`config.mk`:
```
export PLATFORM = sky130hd
export DESIGN_NAME = debug_run_ctrl
export DESIGN_NICKNAME = d
export VERILOG_FILES = /design/src/rtl/debug_run_ctrl.sv
export SDC_FILE = /design/constraint.sdc
export NUM_CORES = 1
export LEC_CHECK = 0
export ABC_CLOCK_PERIOD_IN_PS = 4000
export CAP_MARGIN = 20
export CORE_MARGIN = 2
export CORE_UTILIZATION = 49
export CTS_BUF_LIST = sky130_fd_sc_hd__clkbuf_4
export CTS_CLUSTER_SIZE = 16
export DETAILED_ROUTE_END_ITERATION = 8
export MAX_ROUTING_LAYER = met4
export PLACE_DENSITY_LB_ADDON = 0.12
export SYNTH_ARGS = -nofsm -noshare
export SYNTH_HDL_FRONTEND = slang
export SYNTH_SLANG_ARGS = --single-unit
```
`constraint.sdc`:
```
create_clock -name clk -period 4 [get_ports clk]
set_input_delay 1 -clock clk [delete_from_list [all_inputs] [get_ports clk]]
set_output_delay 1 -clock clk [all_outputs]
set_load 0.005 [all_outputs]
```
`src/rtl/debug_run_ctrl.sv`:
```
// Run-control sequencer for the debug CPU: step, burst and continuous run with a
// PC-match breakpoint, plus a count of executed (run) cycles.
module debug_run_ctrl #(
    parameter int unsigned BURST_LEN = 16
) (
    input  logic        clk,
    input  logic        rst,
    input  logic        cont_i,
    input  logic        step_p_i,
    input  logic        burst_p_i,
    input  logic        cnt_clr_p_i,
    input  logic        brk_en_i,
    input  logic [31:0] brk_pc_i,
    input  logic [31:0] pc_i,
    output logic        run_o,
    output logic [2:0]  state_o,
    output logic        brk_hit_o,
    output logic [31:0] cycle_cnt_o
);

    typedef enum logic [2:0] {
        ST_IDLE  = 3'd0,
        ST_STEP  = 3'd1,
        ST_CONT  = 3'd2,
        ST_BURST = 3'd3,
        ST_HALT  = 3'd4
    } state_e;

    localparam logic [15:0] BURST_LOAD = 16'(BURST_LEN);

    state_e      state_q, state_d;
    logic [15:0] remaining_q, remaining_d;
    logic        armed_q, armed_d;
    logic [31:0] cycle_cnt_q, cycle_cnt_d;
    logic        bp;
    logic        run;

    // armed is low for the first cycle of CONT/BURST so a resume can execute
    // the instruction sitting at the breakpoint address.
    assign bp = brk_en_i & (pc_i == brk_pc_i) & armed_q;

    always_comb begin
        state_d     = state_q;
        remaining_d = remaining_q;
        armed_d     = armed_q;
        run         = 1'b0;
        case (state_q)
            ST_IDLE: begin
                if (step_p_i) begin
                    state_d = ST_STEP;
                end else if (burst_p_i) begin
                    state_d     = ST_BURST;
                    remaining_d = BURST_LOAD;
                    armed_d     = 1'b0;
                end else if (cont_i) begin
                    state_d = ST_CONT;
                    armed_d = 1'b0;
                end
            end
            ST_STEP: begin
                run     = 1'b1;
                state_d = ST_IDLE;
            end
            ST_CONT: begin
                armed_d = 1'b1;
                run     = cont_i & ~bp;
                if (bp) begin
                    state_d = ST_HALT;
                end else if (!cont_i) begin
                    state_d = ST_IDLE;
                end
            end
            ST_BURST: begin
                armed_d = 1'b1;
                run     = ~bp;
                if (bp) begin
                    state_d     = ST_HALT;
                    remaining_d = 16'd0;
                end else begin
                    remaining_d = remaining_q - 16'd1;
                    if (remaining_q == 16'd1) begin
                        state_d = ST_IDLE;
                    end
                end
            end
            ST_HALT: begin
                if (step_p_i) begin
                    state_d = ST_STEP;
                end else if (burst_p_i) begin
                    state_d     = ST_BURST;
                    remaining_d = BURST_LOAD;
                    armed_d     = 1'b0;
                end else if (!cont_i) begin
                    state_d = ST_IDLE;
                end
            end
            default: begin
                state_d = ST_IDLE;
            end
        endcase
    end

    // Clear wins over a coincident run cycle.
    always_comb begin
        cycle_cnt_d = cycle_cnt_q;
        if (cnt_clr_p_i) begin
            cycle_cnt_d = 32'd0;
        end else if (run) begin
            cycle_cnt_d = cycle_cnt_q + 32'd1;
        end
    end

    always_ff @(posedge clk or posedge rst) begin
        if (rst) begin
            state_q     <= ST_IDLE;
            remaining_q <= 16'd0;
            armed_q     <= 1'b0;
            cycle_cnt_q <= 32'd0;
        end else begin
            state_q     <= state_d;
            remaining_q <= remaining_d;
            armed_q     <= armed_d;
            cycle_cnt_q <= cycle_cnt_d;
        end
    end

    assign run_o       = run;
    assign state_o     = state_q;
    assign brk_hit_o   = (state_q == ST_HALT);
    assign cycle_cnt_o = cycle_cnt_q;

endmodule
```
==> summary.txt, run 1 <==
CP Max Fanout = 2
Final Hold Viols = 0
Area leader, netlist = dfrtp_1
Share of cells above drive strength 1 = 9.293%
Min Clock Period, post-route = 3.808 ns
Synth Instances = 389
Detailed Routing Iterations Pass 1 = 4
Post-route ant nets = 0
Via Count = 3,254
Clock tree buffer depth = 2
H-tree levels = 2
Share of the synthesized area in the top cell type = 37.40%
Core area = 0.006832 mm^2
Multi-input logic area = 0.002047 mm^2
Number of DRC markers in iteration 0 = 209
Antenna diode count = 0
Post-place setup slack = -0.1084 ns
RSZ-0062 raised after global routing = no
CTS tree = built
YS warnings = 0
Tot Pwr = 0.001581 W
Worst-Skew Late Latency = 0.39 ns
DIE HEIGHT = 88.27 um
Post-synthesis net count = 463
Seq cells post-synth = 52
Req. time, crit path = 3.00 ns
Synth-to-Final Area Change = 36.43%
# clock sinks = 52
Clock transition at path regs = 0.14 ns
Initial Utilization = 50.93%
Largest net degree at the start of global routing = 55
Post-synthesis cell type count = 44
Clock skew = 0.02584 ns
Hold buffer count at cts = 0
CP startpoint kind = input port
Fin. max-slew vios = 0
Seq/Total Area, Yosys = 37.40%
Congestion Overflow GR = 0
Number of global-route vias before repair = 3,280
Relative slew slack = 40.52%
Final Setup Violations = 0
First-pass GRT wire length = 14,950 um
Synthesized area = 0.003480 mm^2
Clock root cell = clkbuf_4
GP Congestion = 0.8137
DR vias/cell = 5.506
Async SR Flop Fraction = 100.0%
Post-DP HPWL = 6690 um
WL/cell = 14.92 um
Final Cycle Share = 95.21%
Worst slew pin tran = 0.8895 ns
Top_reg_cell synth = dfrtp_1
Fmax = 262.6 MHz
Worst vdd ir = 225.4 uV
PwrDens = 333.0 mW/mm^2
DRC = 0
Total Routing Usage GR = 24.84%
Status = finished, final reports clean
Synth top area cells = dfrtp_1 (37%), nor2b_1 (5.4%), mux2_4 (4.7%)
Syn avg cell area = 8.945 um^2
Crit end category = primary output
Final Net Count = 568
Worst Path Arrival = 2.81 ns
Fillers = 545
Initial antenna violation count = 0
Cts bufs inserted = 5
Port Buf Inserts = 107
Final std cells w/o fill = 591
Maxcap violations = 0
Register area = 0.001301 mm^2
DIE AREA = 0.007792 mm^2
Min-delay worst type = flop to flop
DIE WIDTH = 88.27 um
FP Rows = 30
EDFF count, synth = 0
Lkg Pwr = 1.916 nW
Dpl cells = 582
# IOs = 108
Wirelength, routed = 8818 um
Setup ws final = 0.1918 ns
Critical path class = input port to primary output
-- flip-flops by register name (all words and copies together), names as in the netlist --
| name | flops |
|---|---|
| remaining_q | 16 |
| cycle_cnt_o | 32 |
| state_o | 3 |
| armed_q | 1 |
-- power breakdown --
part / internal (W) / total [W] / switching (W)
sequential: 0.000606 / 0.000689 / 0.0000829
clock: 0.000141 / 0.000323 / 0.000182
combinational: 0.000283 / 0.000568 / 0.000285
-- critical path, cell delays in order --
cell	delay (ns)
clkdlybuf4s50_1	0.50
xnor2_1	0.13
nand4_1	0.14
or4_4	0.54
nor4_4	0.29
nor2_1	0.05
dlymetal6s2s_1	0.15
-- metrics by stage --
stage / utilization [%] / hold slack [ns] / TNS [ns] / area (um^2)
2_1_floorplan: - / 0.4462 / 0 / 3480
3_5_place_dp: 67.82 / 0.4860 / -0.1084 / 4633
6_report: 69.49 / 0.5202 / 0 / 4747
4_1_cts: 69.27 / 0.5211 / 0 / 4732
3_3_place_gp: 67.53 / 0.4672 / -0.06760 / 4613
5_1_grt: 69.49 / 0.5570 / 0 / 4747
-- Yosys cell counts (2+ instances only) --
master,instances
a2111oi_0,2
a21oi_1,24
and2_1,4
and3_1,9
and4_1,3
buf_4,2
buf_6,5
clkbuf_1,11
dfrtp_1,52
ha_1,3
inv_1,9
mux2_4,11
nand2_1,25
nand3_1,10
nand4_1,15
nor2_1,40
nor2b_1,30
nor3_1,10
nor3_2,4
nor3b_2,3
nor4_1,11
o21ai_0,6
o21ai_1,8
o31ai_1,11
or2_2,3
or3_1,9
or4_1,19
xnor2_1,17
xor2_1,18
-- what timing repair did --
action,CTS,global route
buffers inserted,0,1
gates resized for setup,4,2
pin swaps,2,5
endpoints found under the setup margin,1,1
-- final cells by class --
type                            instances  share of cell area, %
Tap cell                               96                  2.530
Clock inverter                          2                 0.8171
Timing Repair Buffer                  117                  24.46
Multi-Input combinational cell        309                  43.12
Inverter                                9                 0.7117
Clock buffer                            6                 0.9489
Sequential cell                        52                  27.41
-- final timing paths --
| path | from | slack, ns | cells after the start | end |
|---|---|---|---|---|
| hold reg to reg | armed_q$_DFFE_PP0P_ | 0.52 | 2 | armed_q$_DFFE_PP0P_ |
| hold / removal | armed_q$_DFFE_PP0P_ | 0.52 | 2 | armed_q$_DFFE_PP0P_ |
| setup reg to reg | state_o[1]$_DFFE_PP0P_ | 1.74 | 6 | remaining_q[12]$_DFFE_PP0P_ |
| setup / recovery | pc_i[1] | 0.19 | 7 | run_o |
| min in group asynchronous | rst | 0.90 | 2 | remaining_q[9]$_DFFE_PP0P_ |
| max in group asynchronous | rst | 2.54 | 3 | cycle_cnt_o[9]$_DFFE_PP0P_ |
-- per-layer routing --
layer / up-vias / global-route usage [%] / part of all wire, %
li1: 1615 / - / -
met1: 1534 / 28.74 / 41
met2: 92 / 44.63 / 53
met3: 13 / 3.918 / 4.1
met4: 0 / 6.749 / 1.4
met5: - / - / 0
-- cells in the final DEF (no fill, tap or decap), types with 2 or more instances in the layout --
cell type / synthesis / final
and4_1: 3 / 3
or2_2: 3 / 3
ha_1: 3 / 3
nor3b_2: 3 / 3
nor2_1: 40 / 40
clkdlybuf4s50_1: 0 / 106
mux2_4: 11 / 11
inv_1: 9 / 8
xor2_1: 18 / 18
nor3_2: 4 / 4
o21ai_1: 8 / 8
o31ai_1: 11 / 11
nand4_1: 15 / 15
xnor2_1: 17 / 17
and3_1: 9 / 9
buf_4: 2 / 9
or4_1: 19 / 19
dfrtp_1: 52 / 52
nand2_1: 25 / 25
and2_1: 4 / 4
o21ai_0: 6 / 6
nand3_1: 10 / 10
nor3_1: 10 / 10
nor2b_1: 30 / 30
clkbuf_4: 0 / 6
or3_1: 9 / 9
a21oi_1: 24 / 24
nor4_2: 0 / 2
nor4_1: 11 / 9
-- cells by family after synthesis --
logic type                 synth area share (%)
AOI/OAI and AO/OA                         9.997
DFF                                       37.40
xor gates and xnor gates                  8.810
and+or+nand+nor                           33.62
muxes                                     4.747
adders and majority gates                 1.079
buffers and inverters                     4.351
No activity file was read; power rests on OpenSTA's default activity.
==> inputs of run 2 (changes only) <==
- ABC_AREA: unset -> 1
- CORE_UTILIZATION: 49 -> 51
==> summary.txt, run 2 <==
Lkg Pwr = 2.629 nW (+37%)
Worst Path Arrival = 2.75 ns (-0.06 ns)
WL/cell = 12.54 um (-16%)
YS warnings = 0 (unchanged)
Post-route core utilization = 69.21% (-0.27 points)
Setup ws final = 0.2451 ns (+0.05331 ns)
Congestion Overflow GR = 0 (unchanged)
Post-synthesis cell type count = 35 (-20%)
Commonest non-fill, non-tap cells in the layout = nand2_1 (164), clkdlybuf4s50_1 (107), inv_1 (87)
Clock tree buffer depth = 2 (unchanged)
DIE WIDTH = 94.29 um (+6.8%)
Most common cell in the netlist = nand2_1
Wirelength, routed = 10,310 um (+17%)
Share of cells above drive strength 1 = 8.611% (-0.68 points)
Async SR Flop Fraction = 100.0% (unchanged)
FP Rows = 32 (+6.7%)
Crit-path slowest cell = clkdlybuf4s50_1
Crit end category = primary output
Worst vdd ir = 285.4 uV (+27%)
Fin. max-slew vios = 0 (unchanged)
Hold Crit Endpoint = remaining_q[0]$_DFFE_PP0P_
DR vias/cell = 5.123 (-7.0%)
Worst slew pin tran = 0.6018 ns (-0.2876 ns)
Final Setup Violations = 0 (unchanged)
Worst flop-to-flop path endpoint = cycle_cnt_o[30]$_DFFE_PP0P_
Port Buf Inserts = 107 (unchanged)
Slowest cell delay on critical path = 0.48 ns (-0.06 ns)
Commonest non-fill, non-tap cell in the layout = nand2_1
Maxcap violations = 0 (unchanged)
Detailed Routing Iterations Pass 1 = 4 (unchanged)
EDFF count, synth = 0 (unchanged)
Final Hold Viols = 0 (unchanged)
Synthesized area = 0.004158 mm^2 (+19%)
Reg2reg start = cycle_cnt_o[1]$_DFFE_PP0P_
CTS tree = built
Status = finished, final reports clean
Initial antenna violation count = 0 (unchanged)
Final Net Count = 793 (+40%)
Post-synthesis net count = 690 (+49%)
Post-CTS setup buffer count = 0 (unchanged)
Post-DP HPWL = 8149 um (+22%)
# clock sinks = 52 (unchanged)
Critical path class = input port to primary output
Most common library cells after synthesis = nand2_1 (164), inv_1 (88), nor2_1 (78)
Relative slew slack = 59.88% (+19 points)
R2R setup slack = 2.12 ns (+0.38 ns)
Crit path top cell by count = nand2_1
Fmax = 266.3 MHz (+1.4%)
First-pass GRT wire length = 17,680 um (+18%)
RSZ-0062 raised after global routing = no
Largest register FFs = 32 (unchanged)
# IOs = 108 (unchanged)
Worst-Skew Late Latency = 0.40 ns (about the same)
DIE HEIGHT = 94.29 um (+6.8%)
Post-place setup slack = 0.2243 ns (+0.3327 ns)
Clock root cell = clkbuf_4
CP Max Fanout = 8 (+6)
R2R cell count = 10 (+4)
Synth-to-Final Area Change = 29.97%
Number of DRC markers in iteration 0 = 192 (-8.1%)
Syn avg cell area = 6.750 um^2 (-25%)
Initial Utilization = 53.25% (+2.3 points)
Post-Layout Inst Area = 0.005404 mm^2 (+14%)
Hold buffer count at cts = 0 (unchanged)
Top_reg_cell synth = dfrtp_1
Cts bufs inserted = 5 (unchanged)
Hold depth = 1 (-1)
Core area = 0.007807 mm^2 (+14%)
Dpl cells = 812 (+40%)
Clock skew = 0.02118 ns (-0.004658 ns)
Number of global-route vias before repair = 4,058 (+24%)
Seq/Total Area, Yosys = 31.30% (-6.1 points)
Hold_sp = remaining_q[0]$_DFFE_PP0P_
Post-cts sizing count = 0 (-4)
Via Count = 4,211 (+29%)
GP Congestion = 1.002 (+23%)
Post-route ant nets = 0 (unchanged)
Req. time, crit path = 3.00 ns (about the same)
H-tree levels = 2 (unchanged)
Worst-path cell chain = clkdlybuf4s50_1 -> inv_1 -> nand2_1 -> nand2_1 -> inv_1 -> nand2_1 -> nor2_1 -> nand2_1 -> nor2_2 -> nand3_4 -> nand2_4 -> nand2_4 -> clkdlybuf4s50_1
Total Routing Usage GR = 25.23% (+0.38 points)
Clock transition at path regs = 0.15 ns (about the same)
Min Clock Period, post-route = 3.755 ns (-0.05331 ns)
PwrDens = 350.7 mW/mm^2 (+5.3%)
Largest net degree at the start of global routing = 65 (+18%)
Antenna diode count = 0 (unchanged)
Setup TNS = 0 ns (unchanged)
Min-delay worst type = flop to flop
DRC = 0 (unchanged)
Placed Area = 0.005280 mm^2 (+14%)
CP startpoint kind = input port
Final std cells w/o fill = 822 (+39%)
DIE AREA = 0.008891 mm^2 (+14%)
Final Cycle Share = 93.87% (-1.3 points)
Area leader, netlist = dfrtp_1
Seq cells post-synth = 52 (unchanged)
Share of the synthesized area in the top cell type = 31.30% (-6.1 points)
Synth top area cells = dfrtp_1 (31%), nand2_1 (15%), inv_1 (7.9%)
Synth Instances = 616 (+58%)
[run 2: changes by cell type after synthesis, moves of 11 or more]
cell | previous run | this run
nand2_1 | 25 | 164
nand3_1 | 10 | 33
a21oi_1 | 24 | 2
nor2b_1 | 30 | 0
nand4_1 | 15 | 43
inv_1 | 9 | 88
or4_1 | 19 | 0
nand3_2 | 0 | 21
xor2_1 | 18 | 30
nor2_1 | 40 | 78
o31ai_1 | 11 | 0
mux2_4 | 11 | 0
[run 2: area by class of cell]
| cell class | instances | area [um^2] |
|---|---|---|
| Fill cell | 711 | 2404 |
| Multi-Input combinational cell | 442 | 2360 |
| Sequential cell | 52 | 1301 |
| Timing Repair Buffer | 112 | 1134 |
| Inverter | 106 | 397.9 |
| Tap cell | 102 | 127.6 |
| Clock inverter | 3 | 46.29 |
| Clock buffer | 5 | 37.54 |
[run 2: how the worst max path moves through the flow]
stage	start	endpoint	slack, ns	cells after the start
after global placement	brk_pc_i[21]	run_o	0.23	13
after global routing	pc_i[27]	run_o	0.10	11
final	brk_pc_i[9]	run_o	0.25	13
after detailed placement	pc_i[13]	run_o	0.22	13
after floorplan	brk_pc_i[31]	run_o	1.09	11
after CTS	pc_i[13]	run_o	0.22	13
[run 2: stage by stage]
| step | hold WS (ns) | power (W) |
|---|---|---|
| 3_5_place_dp | 0.5264 | 0.001579 |
| 6_report | 0.5376 | 0.001895 |
| 4_1_cts | 0.5454 | 0.001899 |
| 3_3_place_gp | 0.5176 | 0.001556 |
| 2_1_floorplan | 0.4683 | 0.001346 |
| 5_1_grt | 0.5932 | 0.002050 |
[run 2: cells by family (layout without fill, tap and decap cells)]
logic type / Yosys count / after routing / share of synthesized area [%]
AO/OA/AOI/OAI: 22 / 22 / 3.130
XOR/XNOR: 45 / 45 / 9.479
adder cells (fa/ha/maj): 3 / 3 / 0.9029
buffers and inverters: 122 / 226 / 11.95
flip-flops: 52 / 52 / 31.30
AND/OR/NAND/NOR: 372 / 372 / 43.24
[run 2: where the power goes]
group / switching [W] / total [W] / internal [W]
clock: 0.000186 / 0.000320 / 0.000134
sequential: 0.0000932 / 0.000708 / 0.000615
combinational: 0.000535 / 0.000867 / 0.000332
[run 2: critical path, delay by kind of cell]
family | cells | cell delay, ns
buf+inv | 4 | 1.02
simple gates | 9 | 0.72
[run 2: routing by layer]
metal  global-route usage, %  part of all wire [%]  up-vias
met1                   28.71                    42     1932
met4                   9.662                   2.9        0
li1                        -                     -     2142
met3                   2.809                   3.4       27
met5                       -                     0        -
met2                   45.42                    52      110
==> inputs of run 3 (changes only) <==
- CAP_MARGIN: 20 -> unset
- CORE_MARGIN: 2 -> 1.5
==> summary.txt, run 3 (synthesized netlist as in run 2, its figures left out) <==
Maxcap violations = 0 (unchanged)
Number of global-route vias before repair = 3,998 (-1.5%)
Initial Utilization = 53.25% (unchanged)
Commonest non-fill, non-tap cell in the layout = nand2_1
Antenna diode count = 0 (unchanged)
H-tree levels = 2 (unchanged)
# clock sinks = 52 (unchanged)
CP Max Fanout = 8 (unchanged)
Port Buf Inserts = 107 (unchanged)
Share of cells above drive strength 1 = 8.357% (-0.25 points)
Final Net Count = 791 (-0.25%)
Hold_ws = 0.5448 ns (+0.007229 ns)
Worst slew pin tran = 1.137 ns (+0.5347 ns)
Largest register FFs = 32 (unchanged)
GP Congestion = 0.9972 (-0.52%)
Post-DP HPWL = 8025 um (-1.5%)
Final Setup Violations = 0 (unchanged)
Final Cycle Share = 94.88% (+1.0 points)
Largest net degree at the start of global routing = 65 (unchanged)
Multi-input logic area = 0.002360 mm^2 (unchanged)
Placed Area = 0.005280 mm^2 (unchanged)
Fin. max-slew vios = 0 (unchanged)
RSZ-0062 raised after global routing = no
Final Hold Viols = 0 (unchanged)
Post-route core utilization = 68.65% (-0.56 points)
DIE HEIGHT = 93.29 um (-1.1%)
PwrDens = 349.3 mW/mm^2 (-0.38%)
# IOs = 108 (unchanged)
Clock root cell = clkbuf_4
Clock skew = 0.01627 ns (-0.004911 ns)
Total Routing Usage GR = 26.26% (+1.0 points)
FP Rows = 32 (unchanged)
Post-CTS setup buffer count = 0 (unchanged)
Hold buffer count at cts = 0 (unchanged)
DIE AREA = 0.008703 mm^2 (-2.1%)
Post-Layout Inst Area = 0.005360 mm^2 (-0.81%)
Worst vdd ir = 363.4 uV (+27%)
Crit end category = primary output
Lkg Pwr = 2.610 nW (-0.74%)
Critical path class = input port to primary output
Via Count = 4,185 (-0.62%)
Min-delay worst type = flop to flop
Core area = 0.007807 mm^2 (unchanged)
DIE WIDTH = 93.29 um (-1.1%)
Detailed Routing Iterations Pass 1 = 4 (unchanged)
Congestion Overflow GR = 0 (unchanged)
Initial antenna violation count = 0 (unchanged)
Req. time, crit path = 3.00 ns (about the same)
Crit-path slowest cell = clkdlybuf4s50_1
First-pass GRT wire length = 18,140 um (+2.6%)
Crit path top cell by count = nand2_1
Register area = 0.001301 mm^2 (unchanged)
Setup TNS = 0 ns (unchanged)
WL/cell = 12.37 um (-1.4%)
Post-route ant nets = 0 (unchanged)
Dpl cells = 812 (unchanged)
Cts bufs inserted = 5 (unchanged)
Fmax = 263.5 MHz (-1.1%)
Fillers = 699 (-1.7%)
Post-cts sizing count = 0 (unchanged)
Min Clock Period, post-route = 3.795 ns (+0.04038 ns)
CTS tree = built
Worst-path cell chain = clkdlybuf4s50_1 -> inv_1 -> nand2_1 -> nand2_1 -> inv_1 -> nand2_1 -> nor2_1 -> nand2_1 -> nor2_2 -> nand3_4 -> nand2_4 -> nand2_4 -> clkdlybuf4s50_1
Commonest non-fill, non-tap cells in the layout = nand2_1 (164), clkdlybuf4s50_1 (107), inv_1 (87)
DR vias/cell = 5.104 (-0.38%)
Synth-to-Final Area Change = 28.92%
Worst Path Arrival = 2.80 ns (+0.05 ns)
Clock tree buffer depth = 2 (unchanged)
Clock transition at path regs = 0.14 ns (about the same)
Final std cells w/o fill = 820 (-0.24%)
Slowest cell delay on critical path = 0.48 ns (about the same)
Number of DRC markers in iteration 0 = 205 (+6.8%)
Worst-Skew Late Latency = 0.38 ns (-0.02 ns)
Relative slew slack = 24.12% (-36 points)
Status = finished, final reports clean
Wirelength, routed = 10,140 um (-1.6%)
DRC = 0 (unchanged)
CP startpoint kind = input port
[run 3: cell count changes in the layout (fill, tap and decap cells not counted)]
cell	change
inv_6	-1
buf_12	-2
clkinv_2	+1
[run 3: through the flow]
| step | worst slack [ns] | total power (W) |
|---|---|---|
| after global routing | 0.05483 | 0.002044 |
| final | 0.2047 | 0.001873 |
| after floorplan | 1.085 | 0.001346 |
| after detailed placement | 0.1984 | 0.001582 |
| after CTS | 0.1964 | 0.001886 |
| after global placement | 0.2351 | 0.001554 |
[run 3: worst max-delay path: cells and delay by family]
kind | cells | cell delay, ns
buf+inv | 4 | 1.03
simple gates | 9 | 0.78
[run 3: path summary, 6_finish.rpt]
path	startpoint	endpoint	slack, ns	cells past startpoint
min	remaining_q[0]$_DFFE_PP0P_	remaining_q[0]$_DFFE_PP0P_	0.54	1
max	pc_i[23]	run_o	0.20	13
max reg2reg	cycle_cnt_o[1]$_DFFE_PP0P_	cycle_cnt_o[26]$_DFFE_PP0P_	2.13	10
min reg2reg	remaining_q[0]$_DFFE_PP0P_	remaining_q[0]$_DFFE_PP0P_	0.54	1
max in group asynchronous	rst	cycle_cnt_o[13]$_DFFE_PP0P_	2.14	2
min in group asynchronous	rst	cycle_cnt_o[28]$_DFFE_PP0P_	1.20	2
[run 3: where the power goes]
part	switching, W	internal (W)
clock network	0.000173	0.000131
logic	0.000534	0.000328
registers	0.0000920	0.000615
total	0.000799	0.00107
[run 3: final cells by class]
type                       instances  share of cell area (%)
multi-input combinational        442                   44.02
clock inverter                     3                  0.7937
tap                              102                   2.381
clock buffer                       5                  0.7003
timing repair buffer             110                   20.40
inverter                         106                   7.423
sequential                        52                   24.28
[run 3: metal layers]
metal / share of wire, % / global-route usage, %
met1: 42 / 30.85
met2: 51 / 45.89
met3: 4.0 / 4.146
met4: 2.6 / 8.207
met5: 0 / -
